--- config.mk ---
export PLATFORM = sky130hd
export DESIGN_NAME = mem_arbiter
export DESIGN_NICKNAME = d
export VERILOG_FILES = /design/src/rtl/mem_arb_pkg.sv /design/src/rtl/mem_arb_pick.sv /design/src/rtl/mem_arbiter.sv
export SDC_FILE = /design/constraint.sdc
export NUM_CORES = 1
export LEC_CHECK = 0
export CAP_MARGIN = 20
export CORE_AREA = 5 5 205 207
export CTS_CLUSTER_DIAMETER = 150
export DETAILED_ROUTE_END_ITERATION = 10
export DIE_AREA = 0 0 210 212
export DONT_BUFFER_PORTS = 1
export GPL_ROUTABILITY_DRIVEN = 0
export PLACE_DENSITY = 0.42
export SYNTH_ARGS = -nofsm -noshare
export SYNTH_HDL_FRONTEND = slang
export SYNTH_SLANG_ARGS = --single-unit
export TNS_END_PERCENT = 100
--- constraint.sdc ---
create_clock -name clk -period 2.8 [get_ports clk]
set_input_delay 0.7 -clock clk [delete_from_list [all_inputs] [get_ports clk]]
set_output_delay 0.7 -clock clk [all_outputs]
set_load 0.005 [all_outputs]
--- src/rtl/mem_arb_pkg.sv ---
// Shared types and default widths for the IF/LSU memory arbiter.
package mem_arb_pkg;

    localparam int ADDR_W_DEF = 64;
    localparam int DATA_W_DEF = 64;

    typedef enum logic [1:0] {
        IDLE  = 2'd0,
        ISSUE = 2'd1,
        WAIT  = 2'd2
    } state_e;

    typedef enum logic {
        OWN_IF = 1'b0,
        OWN_LS = 1'b1
    } own_e;

endpackage

--- src/rtl/mem_arb_pick.sv ---
// Combinational 2-way grant picker; grant[0] = IF, grant[1] = LS (one-hot or zero).
module mem_arb_pick
    import mem_arb_pkg::*;
(
    input  logic       if_valid,
    input  logic       ls_valid,
    input  own_e       last,
    input  logic       rr_en,
    output logic [1:0] grant
);

    always_comb begin
        grant = 2'b00;
        if (if_valid && ls_valid) begin
            // Round-robin hands the slot to whoever was not granted last; otherwise LS wins.
            grant = (rr_en && (last == OWN_LS)) ? 2'b01 : 2'b10;
        end else if (if_valid) begin
            grant = 2'b01;
        end else if (ls_valid) begin
            grant = 2'b10;
        end
    end

endmodule

--- src/rtl/mem_arbiter.sv ---
// Shares one memory port between IF and LSU, one transaction in flight at a time.
// Define ARB_RR_EN for round-robin contention; the default build gives the LSU fixed priority.
module mem_arbiter
    import mem_arb_pkg::*;
#(
    parameter int ADDR_W = ADDR_W_DEF,
    parameter int DATA_W = DATA_W_DEF
) (
    input  logic                clk,
    input  logic                reset_n,
    input  logic                if_req_valid,
    output logic                if_req_ready,
    input  logic [ADDR_W-1:0]   if_req_addr,
    output logic                if_resp_valid,
    output logic [DATA_W-1:0]   if_resp_data,
    input  logic                ls_req_valid,
    output logic                ls_req_ready,
    input  logic [ADDR_W-1:0]   ls_req_addr,
    input  logic                ls_req_wen,
    input  logic [DATA_W-1:0]   ls_req_wdata,
    input  logic [DATA_W/8-1:0] ls_req_wmask,
    output logic                ls_resp_valid,
    output logic [DATA_W-1:0]   ls_resp_data,
    output logic                mem_req_valid,
    input  logic                mem_req_ready,
    output logic [ADDR_W-1:0]   mem_req_addr,
    output logic                mem_req_wen,
    output logic [DATA_W-1:0]   mem_req_wdata,
    output logic [DATA_W/8-1:0] mem_req_wmask,
    input  logic                mem_resp_valid,
    input  logic [DATA_W-1:0]   mem_resp_data
);

    localparam int MASK_W = DATA_W / 8;

    state_e              state_q, state_d;
    own_e                own_q, own_d;
    logic [ADDR_W-1:0]   addr_q, addr_d;
    logic                wen_q, wen_d;
    logic [DATA_W-1:0]   wdata_q, wdata_d;
    logic [MASK_W-1:0]   wmask_q, wmask_d;
    logic [DATA_W-1:0]   rdata_q, rdata_d;
    logic                if_rv_q, if_rv_d;
    logic                ls_rv_q, ls_rv_d;
    logic [1:0]          grant;
    logic                can_accept;
    own_e                pick_last;

`ifdef ARB_RR_EN
    localparam logic RR_EN = 1'b1;
    own_e last_q, last_d;
    assign pick_last = last_q;
`else
    localparam logic RR_EN = 1'b0;
    assign pick_last = OWN_LS;
`endif

    mem_arb_pick u_pick (
        .if_valid (if_req_valid),
        .ls_valid (ls_req_valid),
        .last     (pick_last),
        .rr_en    (RR_EN),
        .grant    (grant)
    );

    // Hold off acceptance during the response pulse so the next grant lands a cycle later.
    assign can_accept   = reset_n && (state_q == IDLE) && !if_rv_q && !ls_rv_q;
    assign if_req_ready = can_accept && grant[0];
    assign ls_req_ready = can_accept && grant[1];

    always_comb begin
        state_d = state_q;
        own_d   = own_q;
        addr_d  = addr_q;
        wen_d   = wen_q;
        wdata_d = wdata_q;
        wmask_d = wmask_q;
        rdata_d = rdata_q;
        if_rv_d = 1'b0;
        ls_rv_d = 1'b0;
`ifdef ARB_RR_EN
        last_d  = last_q;
`endif
        case (state_q)
            IDLE: begin
                if (can_accept && (grant != 2'b00)) begin
                    if (grant[1]) begin
                        own_d   = OWN_LS;
                        addr_d  = ls_req_addr;
                        wen_d   = ls_req_wen;
                        wdata_d = ls_req_wdata;
                        wmask_d = ls_req_wmask;
                    end else begin
                        own_d   = OWN_IF;
                        addr_d  = if_req_addr;
                        wen_d   = 1'b0;
                        wdata_d = '0;
                        wmask_d = '0;
                    end
`ifdef ARB_RR_EN
                    last_d  = own_d;
`endif
                    state_d = ISSUE;
                end
            end
            ISSUE: begin
                if (mem_req_ready) state_d = WAIT;
            end
            WAIT: begin
                if (mem_resp_valid) begin
                    state_d = IDLE;
                    if (own_q == OWN_LS) begin
                        ls_rv_d = 1'b1;
                        rdata_d = wen_q ? '0 : mem_resp_data;
                    end else begin
                        if_rv_d = 1'b1;
                        rdata_d = mem_resp_data;
                    end
                end
            end
            default: state_d = IDLE;
        endcase
    end

    always_ff @(posedge clk or negedge reset_n) begin
        if (!reset_n) begin
            state_q <= IDLE;
            own_q   <= OWN_IF;
            addr_q  <= '0;
            wen_q   <= 1'b0;
            wdata_q <= '0;
            wmask_q <= '0;
            rdata_q <= '0;
            if_rv_q <= 1'b0;
            ls_rv_q <= 1'b0;
`ifdef ARB_RR_EN
            last_q  <= OWN_LS;
`endif
        end else begin
            state_q <= state_d;
            own_q   <= own_d;
            addr_q  <= addr_d;
            wen_q   <= wen_d;
            wdata_q <= wdata_d;
            wmask_q <= wmask_d;
            rdata_q <= rdata_d;
            if_rv_q <= if_rv_d;
            ls_rv_q <= ls_rv_d;
`ifdef ARB_RR_EN
            last_q  <= last_d;
`endif
        end
    end

    assign mem_req_valid = (state_q == ISSUE);
    assign mem_req_addr  = addr_q;
    assign mem_req_wen   = wen_q;
    assign mem_req_wdata = wdata_q;
    assign mem_req_wmask = wmask_q;
    assign if_resp_valid = if_rv_q;
    assign ls_resp_valid = ls_rv_q;
    assign if_resp_data  = rdata_q;
    assign ls_resp_data  = rdata_q;

endmodule

==> impl_metrics.env <==
export IMPL_status="finished with violations"
export IMPL_failed_checks="negative hold slack"
export IMPL_initial_utilization=0.244
export IMPL_yosysSeqAreaShare=0.527
export IMPL_io_pins=541
export IMPL_buffer_ports_inserted=0
export IMPL_first_global_vias=7146
export IMPL_leakage_nw=4.76
export IMPL_numPlacedInstances=1363
export IMPL_critical_path_cell_with_the_highest_stage_delay="sky130_fd_sc_hd__or3b_2"
export IMPL_mostFrequentLayoutCell="sky130_fd_sc_hd__dfrtp_1"
export IMPL_design_power_total_w=0.0129
export IMPL_global_route_usage_met1=0.177
export IMPL_tritoncts_clock_tree="built"
export IMPL_grt_pass1_wl_um=48700
export IMPL_wirelength_um=33800
export IMPL_busiest_layer="met2"
export IMPL_all_layer_global_routing_usage=0.139
export IMPL_cts_htree_levels=1
export IMPL_cp_slowest_stage_delay_ns=0.59
export IMPL_path_class="flip-flop to primary output"
export IMPL_layout_filler_cells=4258
export IMPL_endpoint_type_of_the_worst_setup_path="primary output"
export IMPL_detailedPlacementHpwl_um=22900
export IMPL_finalWorstPathRequiredPeriod_ns=2.56
export IMPL_min_period_over_period=0.916
export IMPL_fp_dieArea_mm2=0.0445
export IMPL_multi_input_comb_area_mm2=0.00351
export IMPL_setup_tns_ns=0
export IMPL_detailroute_via_count=6950
export IMPL_area_growth_synth_to_final_pct=9.02
export IMPL_grt_overflow_total=0
export IMPL_clk_root_buffer_cell="sky130_fd_sc_hd__clkbuf_16"
export IMPL_cp_start_kind="flip-flop"
export IMPL_report_final_setup_viol=0
export IMPL_max_vdd_ir_drop_mv=0.488
export IMPL_regToRegStartpoint="ls_resp_valid$_DFF_PN0_"
export IMPL_numCtsBuffers=25
export IMPL_place_ws_ns=0.450
export IMPL_cts_setup_buffers=0
export IMPL_cp_data_arrival_time_ns=1.86
export IMPL_regArea_mm2=0.00515
export IMPL_clock_fmax_mhz=390
export IMPL_ys_types=25
export IMPL_ctsLongestPathBuffers=3
export IMPL_worst_slew_pin_slew_ns=0.692
export IMPL_viasPerCell=4.93
export IMPL_antenna_violating_nets_post_route=0
export IMPL_std_cell_rows=74
export IMPL_timing_final_hold_violations=134
export IMPL_grt_antenna_before_repair=5
export IMPL_clock_slew_at_the_register_clock_pins_of_the_worst_setup_and_hold_paths_ns=0.06
export IMPL_worst_hold_slack_ns=-0.125
export IMPL_dieWidth_um=210
export IMPL_utilization=0.266
export IMPL_timing_hold_worst_class="primary input to asynchronous set/reset pin"
export IMPL_use_met2=0.233
export IMPL_reg2reg_setup_slack_ns=0.59
export IMPL_clock_sinks=206
export IMPL_power_density_mw_per_mm2=1210
export IMPL_met3_usage=0.0393
export IMPL_synthCells=967
export IMPL_cell_breakdown_of_the_critical_path="or3b_2, nor2_4"
export IMPL_syn_area_per_cell_um2=10.1
export IMPL_synth_seq_cells=206
export IMPL_drt_first_iter_violations=527
export IMPL_grt_setup_unrepaired="false"
export IMPL_timing_max_cap_violations=0
export IMPL_core_area_mm2=0.0402
export IMPL_reg2regPathDepth=4
export IMPL_worst_r2r_endpoint="mem_req_addr[8]$_DFFE_PN0P_"
export IMPL_synth_warn=0
export IMPL_remaining_drc_errors=0
export IMPL_drive_above_1_share=0.148
export IMPL_cp_required_ns=2.10
export IMPL_clock_insertion_delay_worst_skew_ns=0.53
export IMPL_yosys_area_top_type_share=0.527
export IMPL_timing_final_max_slew_violations=0
export IMPL_layout_nets=1129
export IMPL_drt_pass1_iterations=5
export IMPL_yosys_area_top_type="sky130_fd_sc_hd__dfrtp_1"
export IMPL_mostFrequentLayoutCells="sky130_fd_sc_hd__dfrtp_1 (206), sky130_fd_sc_hd__nand2_1 (129), sky130_fd_sc_hd__a22o_1 (73)"
export IMPL_avgRoutedWirePerCell_um=24.0
export IMPL_final_critical_path_setup_slack_ns=0.235
export IMPL_maxSlewHeadroom=0.537
export IMPL_largest_net_degree_at_the_start_of_global_routing=209
export IMPL_syn_area_mm2=0.00979
export IMPL_synth_fp_nets=1238
export IMPL_fp_dieH_um=212
export IMPL_netlist_top_cells_area="sky130_fd_sc_hd__dfrtp_1 (53%), sky130_fd_sc_hd__o221a_2 (7.4%), sky130_fd_sc_hd__a22o_1 (6.5%)"
export IMPL_finClkSkew_ns=0.00901
export IMPL_count_of_placed_standard_cells_in_the_final_layout_fillers_left_out=1410
export IMPL_worstPathMaxFanout=4
-- through the flow --
stage               instance area [um2]  hold slack [ns]
floorplan                          9790            0.404
global placement                   9790            0.409
detailed placement                 9790            0.411
CTS                               10700           -0.184
global route                      10700           -0.179
finish                            10700           -0.125
-- worst max-delay path by stage --
stage / startpoint / to / slack [ns] / depth (start not counted)
CTS: state_q[0]$_DFFE_PN0P_ / if_req_ready / 0.12 / 3
detailed placement: reset_n / if_req_ready / 0.45 / 3
floorplan: reset_n / if_req_ready / 0.61 / 4
finish: ls_resp_valid$_DFF_PN0_ / ls_req_ready / 0.24 / 2
global route: state_q[1]$_DFFE_PN0P_ / if_req_ready / 0.08 / 3
global placement: reset_n / if_req_ready / 0.48 / 3
-- area by class of cell --
cell class                      instances  share of cell area
Sequential cell                       206               0.483
Multi-Input combinational cell        540               0.329
Clock buffer                           35              0.0668
Tap cell                              532              0.0624
Inverter                               66              0.0232
Timing Repair Buffer                   19              0.0204
Clock inverter                         10              0.0147
Antenna cell                            2            0.000469
-- layer usage --
metal	wire (um)	part of all wire
met1	13600	0.40
met2	16900	0.50
met3	2580	0.076
met4	739	0.022
met5	13	0.00038
-- report_power, final --
| group | switching [W] | internal, W | total (W) |
|---|---|---|---|
| logic | 0.00165 | 0.00165 | 0.00330 |
| registers | 0.00179 | 0.00439 | 0.00618 |
| clock network | 0.00129 | 0.00214 | 0.00343 |
| total | 0.00473 | 0.00818 | 0.0129 |
-- worst max-delay path, delay by kind of cell, from the launching register on --
family	cells	cell delay, ns
and+or+nand+nor	2	0.75
DFF	1	0.58
-- cell usage after synthesis --
master                       n
sky130_fd_sc_hd__o211ai_1    1
sky130_fd_sc_hd__buf_2      17
sky130_fd_sc_hd__or2b_1      1
sky130_fd_sc_hd__clkbuf_2    6
sky130_fd_sc_hd__o221a_2    64
sky130_fd_sc_hd__nor3_4      1
sky130_fd_sc_hd__a21o_1      1
sky130_fd_sc_hd__a41oi_1    64
sky130_fd_sc_hd__or3_1      64
sky130_fd_sc_hd__or3b_4      1
sky130_fd_sc_hd__o21ai_0    66
sky130_fd_sc_hd__nor3b_1     1
sky130_fd_sc_hd__or3b_1      1
sky130_fd_sc_hd__nand3b_1    1
sky130_fd_sc_hd__inv_1      66
sky130_fd_sc_hd__buf_1       2
sky130_fd_sc_hd__buf_6       7
sky130_fd_sc_hd__buf_4      64
sky130_fd_sc_hd__nand3_1     1
sky130_fd_sc_hd__nor2_1     69
sky130_fd_sc_hd__dfrtp_1   206
sky130_fd_sc_hd__nand2_1   130
sky130_fd_sc_hd__a22o_1     73
sky130_fd_sc_hd__clkbuf_1   59
sky130_fd_sc_hd__nand2b_1    1
-- repair_timing --
action                                 4_1_cts  5_1_grt
setup endpoints to repair                    0        1
gates resized for setup                      0        1
endpoints found under the hold margin      206      206
-- cells by family (layout without fill, tap and decap cells) --
logic type / count (synthesis) / count (layout) / share of synthesized area
buf+inv: 221 / 130 / 0.118
compound gates: 269 / 269 / 0.231
other cells: 0 / 2 / 0
flops: 206 / 206 / 0.527
simple gates: 271 / 271 / 0.124
-- state kept, by name (all words and copies together), names as in the netlist --
signal         flops
if_resp_data      64
if_resp_valid      1
mem_req_addr      64
own_q              1
mem_req_wmask      8
mem_req_wdata     64
mem_req_wen        1
ls_resp_valid      1
state_q            2
Note: power is estimated with default switching activity, not from simulation.
